**src/rtl/prime_rf_arbiter_if.sv**
```systemverilog
// Host write, two-reader arbitration, response and register-file signals
// of the prime register-file arbiter.
interface prime_rf_arbiter_if #(
    parameter int XLEN    = 33,
    parameter int AR_BITS = 6
);
    logic                          wr_valid;
    logic                          wr_ready;
    logic [AR_BITS-1:0]            wr_adr;
    logic [XLEN-1:0]               wr_data;
    logic                          rd0_req;
    logic [AR_BITS-1:0]            rd0_adr;
    logic                          rd0_gnt;
    logic                          rd1_req;
    logic [AR_BITS-1:0]            rd1_adr;
    logic                          rd1_gnt;
    logic                          rsp_valid;
    logic                          rsp_id;
    logic [XLEN-1:0]               rsp_data0;
    logic [XLEN-1:0]               rsp_data1;
    logic                          rsp_err;
    logic                          init_done;
    logic [AR_BITS-1:0]            rf_adr;
    logic [1:0][XLEN-1:0]          rf_src;
    logic [AR_BITS-1:0]            rf_dst;
    logic [XLEN-1:0]               rf_dstw;

    modport slave (
        input  wr_valid, wr_adr, wr_data,
        input  rd0_req, rd0_adr, rd1_req, rd1_adr,
        input  rf_src,
        output wr_ready, rd0_gnt, rd1_gnt,
        output rsp_valid, rsp_id, rsp_data0, rsp_data1, rsp_err,
        output init_done, rf_adr, rf_dst, rf_dstw
    );

    modport master (
        output wr_valid, wr_adr, wr_data,
        output rd0_req, rd0_adr, rd1_req, rd1_adr,
        output rf_src,
        input  wr_ready, rd0_gnt, rd1_gnt,
        input  rsp_valid, rsp_id, rsp_data0, rsp_data1, rsp_err,
        input  init_done, rf_adr, rf_dst, rf_dstw
    );
endinterface

```
**src/rtl/prime_rf_arbiter.sv**
```systemverilog
// Clears the register file after reset, then arbitrates two pair-readers
// round-robin around a single host write port.
//
// state | meaning
// INIT  | writing zero to every entry, counter walks 0..N-1
// RUN   | host writes accepted, readers arbitrated
module prime_rf_arbiter #(
    parameter int XLEN    = 33,
    parameter int AR_BITS = 6
) (
    input  logic              clk,
    input  logic              rst,
    prime_rf_arbiter_if.slave bus
);
    localparam logic [AR_BITS-1:0] ADR_MAX = '1;

    typedef enum logic {INIT, RUN} state_t;

    state_t             state, state_nxt;
    logic [AR_BITS-1:0] clr_cnt;
    logic [AR_BITS-1:0] last_adr;
    logic [XLEN-1:0]    last_data;
    logic               rr_ptr;
    logic               init_done_q;
    logic               rsp_valid_q;
    logic               rsp_id_q;
    logic               rsp_err_q;
    logic               wr_acc;
    logic               elig0, elig1;
    logic               gnt0, gnt1;
    logic               wr_ready_c;
    logic [AR_BITS-1:0] rf_dst_c;
    logic [XLEN-1:0]    rf_dstw_c;
    logic [AR_BITS-1:0] rd0_nxt, rd1_nxt;

    assign rd0_nxt = bus.rd0_adr + AR_BITS'(1);
    assign rd1_nxt = bus.rd1_adr + AR_BITS'(1);
    assign wr_acc  = (state == RUN) && bus.wr_valid;

    // A reader whose pair overlaps this cycle's write would see stale data.
    assign elig0 = (state == RUN) && bus.rd0_req &&
                   !(wr_acc && (bus.wr_adr == bus.rd0_adr || bus.wr_adr == rd0_nxt));
    assign elig1 = (state == RUN) && bus.rd1_req &&
                   !(wr_acc && (bus.wr_adr == bus.rd1_adr || bus.wr_adr == rd1_nxt));

    always_ff @(posedge clk) begin
        if (rst) state <= INIT;
        else     state <= state_nxt;
    end

    always_comb begin
        state_nxt = state;
        case (state)
            INIT:    if (clr_cnt == ADR_MAX) state_nxt = RUN;
            RUN:     state_nxt = RUN;
            default: state_nxt = INIT;
        endcase
    end

    always_comb begin
        wr_ready_c = 1'b0;
        rf_dst_c   = last_adr;
        rf_dstw_c  = last_data;
        gnt0       = 1'b0;
        gnt1       = 1'b0;
        case (state)
            INIT: begin
                rf_dst_c  = clr_cnt;
                rf_dstw_c = '0;
            end
            RUN: begin
                wr_ready_c = 1'b1;
                if (bus.wr_valid) begin
                    rf_dst_c  = bus.wr_adr;
                    rf_dstw_c = bus.wr_data;
                end
                // rr_ptr high means rd1 wins a tie
                gnt0 = elig0 && (!elig1 || !rr_ptr);
                gnt1 = elig1 && (!elig0 || rr_ptr);
            end
            default: ;
        endcase
    end

    always_ff @(posedge clk) begin
        if (rst) begin
            clr_cnt     <= '0;
            last_adr    <= '0;
            last_data   <= '0;
            rr_ptr      <= 1'b0;
            init_done_q <= 1'b0;
            rsp_valid_q <= 1'b0;
            rsp_id_q    <= 1'b0;
            rsp_err_q   <= 1'b0;
        end else begin
            if (state == INIT) begin
                clr_cnt   <= clr_cnt + AR_BITS'(1);
                last_adr  <= clr_cnt;
                last_data <= '0;
            end else if (wr_acc) begin
                last_adr  <= bus.wr_adr;
                last_data <= bus.wr_data;
            end
            if (gnt0 || gnt1) rr_ptr <= gnt0;
            init_done_q <= (state_nxt == RUN);
            rsp_valid_q <= gnt0 || gnt1;
            rsp_id_q    <= gnt1;
            rsp_err_q   <= (gnt0 || gnt1) && (bus.rf_adr == ADR_MAX);
        end
    end

    assign bus.wr_ready  = wr_ready_c;
    assign bus.rd0_gnt   = gnt0;
    assign bus.rd1_gnt   = gnt1;
    assign bus.rf_adr    = gnt1 ? bus.rd1_adr : bus.rd0_adr;
    assign bus.rf_dst    = rf_dst_c;
    assign bus.rf_dstw   = rf_dstw_c;
    assign bus.init_done = init_done_q;
    assign bus.rsp_valid = rsp_valid_q;
    assign bus.rsp_id    = rsp_id_q;
    assign bus.rsp_err   = rsp_err_q;
    // Register-file data arrives registered, so the response reuses it directly.
    assign bus.rsp_data0 = rsp_valid_q ? bus.rf_src[0] : '0;
    assign bus.rsp_data1 = (rsp_valid_q && !rsp_err_q) ? bus.rf_src[1] : '0;
endmodule

```
**src/flat_wrapper.sv**
```systemverilog
// flat-port wrapper written by rule: the top's interface ports become plain ports
module prime_rf_arbiter_flat 
#(
    parameter int XLEN    = 33,
    parameter int AR_BITS = 6
)
  (clk, rst, bus_wr_valid, bus_wr_adr, bus_wr_data, bus_rd0_req, bus_rd0_adr, bus_rd1_req, bus_rd1_adr, bus_rf_src, bus_wr_ready, bus_rd0_gnt, bus_rd1_gnt, bus_rsp_valid, bus_rsp_id, bus_rsp_data0, bus_rsp_data1, bus_rsp_err, bus_init_done, bus_rf_adr, bus_rf_dst, bus_rf_dstw);
  prime_rf_arbiter_if #(.XLEN(XLEN), .AR_BITS(AR_BITS)) bus_i ();
  input  logic clk;
  input  logic rst;
  input wire logic [$bits(bus_i.wr_valid)-1:0] bus_wr_valid;
  input wire logic [$bits(bus_i.wr_adr)-1:0] bus_wr_adr;
  input wire logic [$bits(bus_i.wr_data)-1:0] bus_wr_data;
  input wire logic [$bits(bus_i.rd0_req)-1:0] bus_rd0_req;
  input wire logic [$bits(bus_i.rd0_adr)-1:0] bus_rd0_adr;
  input wire logic [$bits(bus_i.rd1_req)-1:0] bus_rd1_req;
  input wire logic [$bits(bus_i.rd1_adr)-1:0] bus_rd1_adr;
  input wire logic [$bits(bus_i.rf_src)-1:0] bus_rf_src;
  output wire logic [$bits(bus_i.wr_ready)-1:0] bus_wr_ready;
  output wire logic [$bits(bus_i.rd0_gnt)-1:0] bus_rd0_gnt;
  output wire logic [$bits(bus_i.rd1_gnt)-1:0] bus_rd1_gnt;
  output wire logic [$bits(bus_i.rsp_valid)-1:0] bus_rsp_valid;
  output wire logic [$bits(bus_i.rsp_id)-1:0] bus_rsp_id;
  output wire logic [$bits(bus_i.rsp_data0)-1:0] bus_rsp_data0;
  output wire logic [$bits(bus_i.rsp_data1)-1:0] bus_rsp_data1;
  output wire logic [$bits(bus_i.rsp_err)-1:0] bus_rsp_err;
  output wire logic [$bits(bus_i.init_done)-1:0] bus_init_done;
  output wire logic [$bits(bus_i.rf_adr)-1:0] bus_rf_adr;
  output wire logic [$bits(bus_i.rf_dst)-1:0] bus_rf_dst;
  output wire logic [$bits(bus_i.rf_dstw)-1:0] bus_rf_dstw;
  assign bus_i.wr_valid = bus_wr_valid;
  assign bus_i.wr_adr = bus_wr_adr;
  assign bus_i.wr_data = bus_wr_data;
  assign bus_i.rd0_req = bus_rd0_req;
  assign bus_i.rd0_adr = bus_rd0_adr;
  assign bus_i.rd1_req = bus_rd1_req;
  assign bus_i.rd1_adr = bus_rd1_adr;
  assign bus_i.rf_src = bus_rf_src;
  assign bus_wr_ready = bus_i.wr_ready;
  assign bus_rd0_gnt = bus_i.rd0_gnt;
  assign bus_rd1_gnt = bus_i.rd1_gnt;
  assign bus_rsp_valid = bus_i.rsp_valid;
  assign bus_rsp_id = bus_i.rsp_id;
  assign bus_rsp_data0 = bus_i.rsp_data0;
  assign bus_rsp_data1 = bus_i.rsp_data1;
  assign bus_rsp_err = bus_i.rsp_err;
  assign bus_init_done = bus_i.init_done;
  assign bus_rf_adr = bus_i.rf_adr;
  assign bus_rf_dst = bus_i.rf_dst;
  assign bus_rf_dstw = bus_i.rf_dstw;
  prime_rf_arbiter #(.XLEN(XLEN), .AR_BITS(AR_BITS)) u_core (.clk(clk), .rst(rst), .bus(bus_i));
endmodule
```
**config.mk**
```make
export PLATFORM = sky130hd
export DESIGN_NAME = prime_rf_arbiter_flat
export DESIGN_NICKNAME = d
export VERILOG_FILES = /design/src/rtl/prime_rf_arbiter_if.sv /design/src/rtl/prime_rf_arbiter.sv /design/src/flat_wrapper.sv
export SDC_FILE = /design/constraint.sdc
export NUM_CORES = 1
export LEC_CHECK = 0
export ABC_AREA = 1
export CORE_MARGIN = 10
export CORE_UTILIZATION = 35
export CTS_CLUSTER_SIZE = 10
export DETAILED_ROUTE_END_ITERATION = 8
export PLACE_DENSITY = 0.82
export SLEW_MARGIN = 15
export SYNTH_ARGS = -nofsm -noshare
export SYNTH_HDL_FRONTEND = slang
export SYNTH_SLANG_ARGS = --single-unit
```
**constraint.sdc**
```tcl
create_clock -name clk -period 2.5 [get_ports clk]
set_clock_uncertainty 0.05 [all_clocks]
set_input_delay 0.5 -clock clk [delete_from_list [all_inputs] [get_ports clk]]
set_output_delay 0.5 -clock clk [all_outputs]
set_load 0.01 [all_outputs]
```
==> flow_summary.json, run 1 <==
{
  "status": "finished with violations",
  "violations": "setup timing",
  "drtPass1Iterations": 8,
  "dieArea_sq_um": 13600,
  "antenna_found_initial": 1,
  "dpl.hpwl_um": 13000,
  "finalHoldViolations": 0,
  "p_per_area_nw_per_um2": 273,
  "cts_buffer_depth": 2,
  "placed_area_sq_um": 6230,
  "yosys.area.top_type_share_pct": 30.7,
  "grt_first_pass_wirelength_um": 24400,
  "final_core_util_pct": 74.2,
  "met1_usage_pct": 21.7,
  "cap_violations": 0,
  "synth_edf_count": 0,
  "routed_wl_um": 17100,
  "clkSlewWorstSetupHoldPaths_ps": 100,
  "clk-insertion-delay-late_ps": 300,
  "grt_max_degree": 35,
  "cts_made_buffers": 5,
  "synth_cell_types": 32,
  "syn_area_sq_um": 3260,
  "gp_congestion": 0.920,
  "tightest_slew_ps": 415,
  "ant_nets": 0,
  "die_h_um": 117,
  "io_buffers": 239,
  "setup_violations": 5,
  "grtUsageMet2_pct": 44.5,
  "hp-class": "reg2reg",
  "synthTopCellsByArea": "dfxtp_1 (31%), nand2_1 (29%), inv_1 (12%)",
  "top_usage_layer": "met2",
  "area_growth_syn_to_layout_pct": 108,
  "clock-sinks": 50,
  "tritoncts": "done",
  "async_flop_share_pct": 0,
  "multi_input_area_sq_um": 1970,
  "layout.cells.non_filler": 1030,
  "fillers": 693,
  "max_slew_margin_pct": 72.3,
  "start_kind": "primary input",
  "fin_crit_ps": 2580,
  "crit_fanout": 6,
  "grt_pass1_vias": 4765,
  "num_rows": 35,
  "drtIter0Drc": 417,
  "synthFlopType": "dfxtp_1",
  "regArea_sq_um": 1000,
  "met3_usage_pct": 7.76,
  "syn_nets": 711,
  "drc": 0,
  "post-route-period-util_pct": 103,
  "grt_setup_unrepaired": "yes",
  "final_nets": 1042,
  "post_drt_via_cell_ratio": 4.80,
  "core_sq_um": 9150,
  "avgSynthCellArea_sq_um": 5.57,
  "max-vdd-ir-drop_mv": 0.252,
  "grt_usage_pct": 22.5,
  "cp.arrival_ps": 2740,
  "syn_inst": 586,
  "crit_type": "in2reg",
  "stdcell_area_sq_um": 6790,
  "worst_slack_ps": -81.4,
  "max_freq_ghz": 0.387,
  "ctsHoldBuffers": 0,
  "ys_top_cells_by_count": "nand2_1 (254), inv_1 (106), dfxtp_1 (50)",
  "crit_required_ps": 2660,
  "cts_root_buf": "clkbuf_8",
  "ioPinCount": 240,
  "vias": 4949,
  "hold_slack_ps": 419,
  "maxSlewViolCount": 0,
  "synth.most_common_cell": "nand2_1",
  "yosysWarnings": 0,
  "h-tree-depth": 2,
  "drive_gt1_share_pct": 25.1,
  "yosysSeqAreaShare_pct": 30.7,
  "leakagePower_uw": 0.00356,
  "die_w_um": 117,
  "endpoint_kind": "register",
  "grt_overflow": 0,
  "synth_seq_cells": 50,
  "tns_ps": -274,
  "start_util_pct": 35.7,
  "place_inst": 980,
  "routedWlPerCell_um": 16.6,
  "yosys.area.top_type": "dfxtp_1"
}
layout make-up:
| class | count | area share, % |
|---|---|---|
| Timing Repair Buffer | 349 | 46.2 |
| Sequential cell | 50 | 14.8 |
| Antenna cell | 1 | 0.0369 |
| Clock inverter | 3 | 0.645 |
| Inverter | 111 | 6.23 |
| Clock buffer | 5 | 1.01 |
| Multi-Input combinational cell | 400 | 29.1 |
| Tap cell | 111 | 2.05 |
sequential cells by signal, summed over array words and instances (netlist names):
name,flops
u_core.bus.rsp_id,1
u_core.rr_ptr,1
u_core.last_adr,6
u_core.bus.rsp_err,1
u_core.clr_cnt,6
u_core.last_data,33
u_core.bus.rsp_valid,1
u_core.state,1
final timing paths:
check	start	end	slack, ps	cells after the start
worst max-delay path	bus_rd0_adr[0]	u_core.bus.rsp_err$_SDFF_PP0_	-80	21
worst min-delay path	u_core.last_data[26]$_SDFFE_PP0P_	u_core.last_data[26]$_SDFFE_PP0P_	420	2
worst max register to register	u_core.state$_SDFF_PP0_	u_core.bus.rsp_err$_SDFF_PP0_	220	15
worst min register to register	u_core.last_data[26]$_SDFFE_PP0P_	u_core.last_data[26]$_SDFFE_PP0P_	420	2
cells by family after synthesis:
group | after synthesis | synth area share, %
AND/OR/NAND/NOR | 339 | 41.6
buffers and inverters | 136 | 16.0
AO/OA/AOI/OAI | 54 | 9.47
XOR/XNOR | 4 | 1.07
flip-flops | 50 | 30.7
adder cells (fa/ha/maj) | 3 | 1.15
metrics by stage:
stage	worst slack (ps)	power [uW]
2_1_floorplan	304	925
4_1_cts	-38.0	1800
3_5_place_dp	-831	1200
5_1_grt	-176	1910
3_3_place_gp	-752	1190
6_report	-81.4	1850
what timing repair did:
item,CTS,global route
cloned,0,0
endpoints found under the setup margin,47,39
gates resized for setup,188,104
endpoints found under the hold margin,0,0
pin swaps,18,17
buffers inserted,36,5
where the power goes:
group          total [uW]  leakage [uW]  internal [uW]  switching, uW
Clock                 581     0.0000585            300            281
Sequential            808      0.000404            803           5.65
Combinational         461       0.00309            282            179
Total                1850       0.00356           1380            466
critical path, cell delays in order:
cell and delay, ps:
buf_6 100, buf_4 150, xor2_1 220, nand3_1 110, nor2_1 90, nand2_1 70
nand2_2 90, nand2_4 60, nand3_4 110, nand2_8 100, buf_8 150, nand2_4 70
o21ai_4 70, buf_4 130, buf_4 120, buf_4 130, buf_4 130, buf_4 130
buf_6 110, nand3_4 60, nor2_2 40
cell usage in the layout (no fill, tap or decap), types with 5 or more instances in the layout:
cell type and count:
a21oi_1 38, buf_2 14, buf_4 94, buf_6 21, clkbuf_2 21, clkbuf_8 5
clkdlybuf4s50_1 173, dfxtp_1 49, dlygate4sd2_1 15, inv_1 96, inv_2 11, nand2_1 235
nand2_2 18, nand3_1 12, nand3_2 7, nand3_4 6, nor2_1 46
routing by layer:
metal | part of all wire, % | wire length (um)
met5 | 0 | 0
met4 | 3.2 | 551
met3 | 11 | 1820
met2 | 52 | 8900
met1 | 34 | 5840
(Power assumes the default switching activity.)
==> run 2, diff against run 1 <==
--- a/config.mk
+++ b/config.mk
@@ -10,6 +10,7 @@
 export CORE_UTILIZATION = 35
 export CTS_CLUSTER_SIZE = 10
 export DETAILED_ROUTE_END_ITERATION = 8
+export GPL_TIMING_DRIVEN = 0
 export PLACE_DENSITY = 0.82
 export SLEW_MARGIN = 15
 export SYNTH_ARGS = -nofsm -noshare
==> constraint.sdc (replaced) <==
create_clock -name clk -period 2.5 [get_ports clk]
set_clock_uncertainty 0.05 [all_clocks]
set_input_delay 0.375 -clock clk [delete_from_list [all_inputs] [get_ports clk]]
set_output_delay 0.375 -clock clk [all_outputs]
set_load 0.01 [all_outputs]
==> run 2 against run 1 <==
Against the previous run: the run now ends clean; power fell by 7.5%; highest routed layer unchanged; combinational power fell by 26%; sequential cell count did not move; design area fell by 9.7%; global-route usage fell by 1.3 points; hold slack improved by 1.5 ps; routed wire length fell by 11%; critical path depth fell by 6.
==> flow_summary.json, run 2 (synthesis gave the netlist of run 1 again) <==
{
  "drtPass1Iterations": 6,
  "top_regs": "u_core.last_data: 33 flops, u_core.clr_cnt: 6 flops, u_core.last_adr: 6 flops",
  "tightest_slew_ps": 458,
  "endpoint_kind": "primary output",
  "core_sq_um": 9150,
  "max_freq_ghz": 0.414,
  "routedWlPerCell_um": 16.0,
  "ioPinCount": 240,
  "multi_input_area_sq_um": 1830,
  "regArea_sq_um": 1000,
  "ctsHoldBuffers": 0,
  "p_per_area_nw_per_um2": 279,
  "io_buffers": 238,
  "post-route-period-util_pct": 96.6,
  "top_register": "u_core.last_data",
  "hp-start": "u_core.last_data[16]$_SDFFE_PP0P_",
  "grt_usage_pct": 21.2,
  "cts_made_buffers": 5,
  "num_rows": 35,
  "max_slew_margin_pct": 69.5,
  "drive_gt1_share_pct": 9.83,
  "clock-sinks": 50,
  "final_cell_mix": "nand2_1 (249), clkdlybuf4s50_1 (176), inv_1 (102), nor2_1 (48), dfxtp_1 (48)",
  "drtIter0Drc": 370,
  "gp_congestion": 0.891,
  "place_inst": 935,
  "clkSlewWorstSetupHoldPaths_ps": 90,
  "grt_first_pass_wirelength_um": 22700,
  "crit_type": "in2out",
  "cp.arrival_ps": 1990,
  "h-tree-depth": 2,
  "grt_setup_unrepaired": "yes",
  "grt_pass1_vias": 4323,
  "dieArea_sq_um": 13600,
  "fillers": 799,
  "die_h_um": 117,
  "clk-insertion-delay-late_ps": 300,
  "routed_wl_um": 15300,
  "maxSlewViolCount": 0,
  "vias": 4406,
  "finalPower_uw": 1710,
  "tritoncts": "done",
  "final_nets": 969,
  "worstReg2RegStart": "u_core.state$_SDFF_PP0_",
  "largest_register_ffs": 33,
  "crit_fanout": 5,
  "mostFrequentLayoutCell": "nand2_1",
  "fin_crit_ps": 2410,
  "layout.cells.non_filler": 955,
  "hp-class": "reg2reg",
  "cts_buffer_depth": 2,
  "cts_root_buf": "clkbuf_8",
  "ant_nets": 0,
  "drc": 0,
  "crit_required_ps": 2080,
  "max-vdd-ir-drop_mv": 0.415,
  "setup_violations": 0,
  "start_util_pct": 35.7,
  "dpl.hpwl_um": 12700,
  "status": "finished, final reports clean",
  "area_growth_syn_to_layout_pct": 87.9,
  "leakagePower_uw": 0.00357,
  "post_drt_via_cell_ratio": 4.61,
  "die_w_um": 117,
  "antenna_found_initial": 0,
  "tns_ps": 0,
  "start_kind": "primary input",
  "n_antenna_cell": 0,
  "startpoint": "bus_wr_adr[2]",
  "grt_overflow": 0,
  "cap_violations": 0,
  "finalHoldViolations": 0,
  "grt_max_degree": 16
}
-- run 2: changes by cell type in the layout (fill, tap and decap cells not counted), moves of 4 or more --
cell	change
buf_2	-5
buf_8	-4
nand2_2	-12
buf_4	-82
buf_6	-14
dlymetal6s2s_1	+27
inv_2	-4
nand3_1	+8
inv_1	+6
clkbuf_2	-11
nand2_1	+14
clkbuf_1	+13
dlygate4sd2_1	-4
nand3_4	-5
-- run 2: area by class of cell --
type	instances	area share, %
Tap cell	111	2.26
Sequential cell	50	16.4
Timing Repair Buffer	251	40.4
Clock buffer	5	1.12
Multi-Input combinational cell	401	29.8
Buffer	24	2.43
Inverter	111	6.94
Clock inverter	2	0.633
-- run 2: stage by stage --
| step | util [%] | instance area, sq um | worst slack, ps | hold slack, ps |
|---|---|---|---|---|
| finish | 67.0 | 6130 | 85.4 | 421 |
| global route | 67.0 | 6130 | -66.8 | 440 |
| CTS | 65.0 | 5950 | 2.63 | 419 |
| detailed placement | 63.2 | 5780 | -779 | 406 |
| global placement | 63.2 | 5780 | -730 | 401 |
| floorplan | - | 3260 | 554 | 395 |
-- run 2: power breakdown --
| group | total, uW | leakage (uW) | internal [uW] | switching (uW) |
|---|---|---|---|---|
| combinational | 342 | 0.00311 | 210 | 133 |
| sequential | 808 | 0.000405 | 803 | 5.75 |
| clock | 561 | 0.0000542 | 295 | 266 |
-- run 2: critical path, cell delays in order --
cell and delay, ps:
dlygate4sd2_1 280, inv_2 90, nand2_1 80, nand2_1 90, nand2_1 50, nand2_1 50, nor2_1 50, nand2_1 70
nand2_2 70, a21oi_4 230, buf_12 150, nand2_8 50, nand2_1 70, nand2_2 60, clkdlybuf4s15_2 230
-- run 2: layer usage --
| metal | vias to the layer above | part of all wire (%) | track usage [%] |
|---|---|---|---|
| met4 | 0 | 2.2 | 6.34 |
| met5 | - | 0 | 0 |
| met3 | 19 | 10 | 7.81 |
| met1 | 1961 | 36 | 21.4 |
| met2 | 174 | 52 | 39.6 |
| li1 | 2252 | - | - |
-- run 2: timing repair --
item                       4_1_cts  5_1_grt
gates resized for setup         92       75
buffers inserted                 4        8
setup endpoints to repair       82       68
cloned                           0        2
pin swaps                        2        6
-- run 2: path summary, 6_finish.rpt --
check | slack [ps] | to | cells after the start
max | 90 | bus_rf_adr[5] | 15
min | 420 | u_core.last_data[16]$_SDFFE_PP0P_ | 2
max reg2reg | 760 | u_core.bus.rsp_err$_SDFF_PP0_ | 12
min reg2reg | 420 | u_core.last_data[16]$_SDFFE_PP0P_ | 2
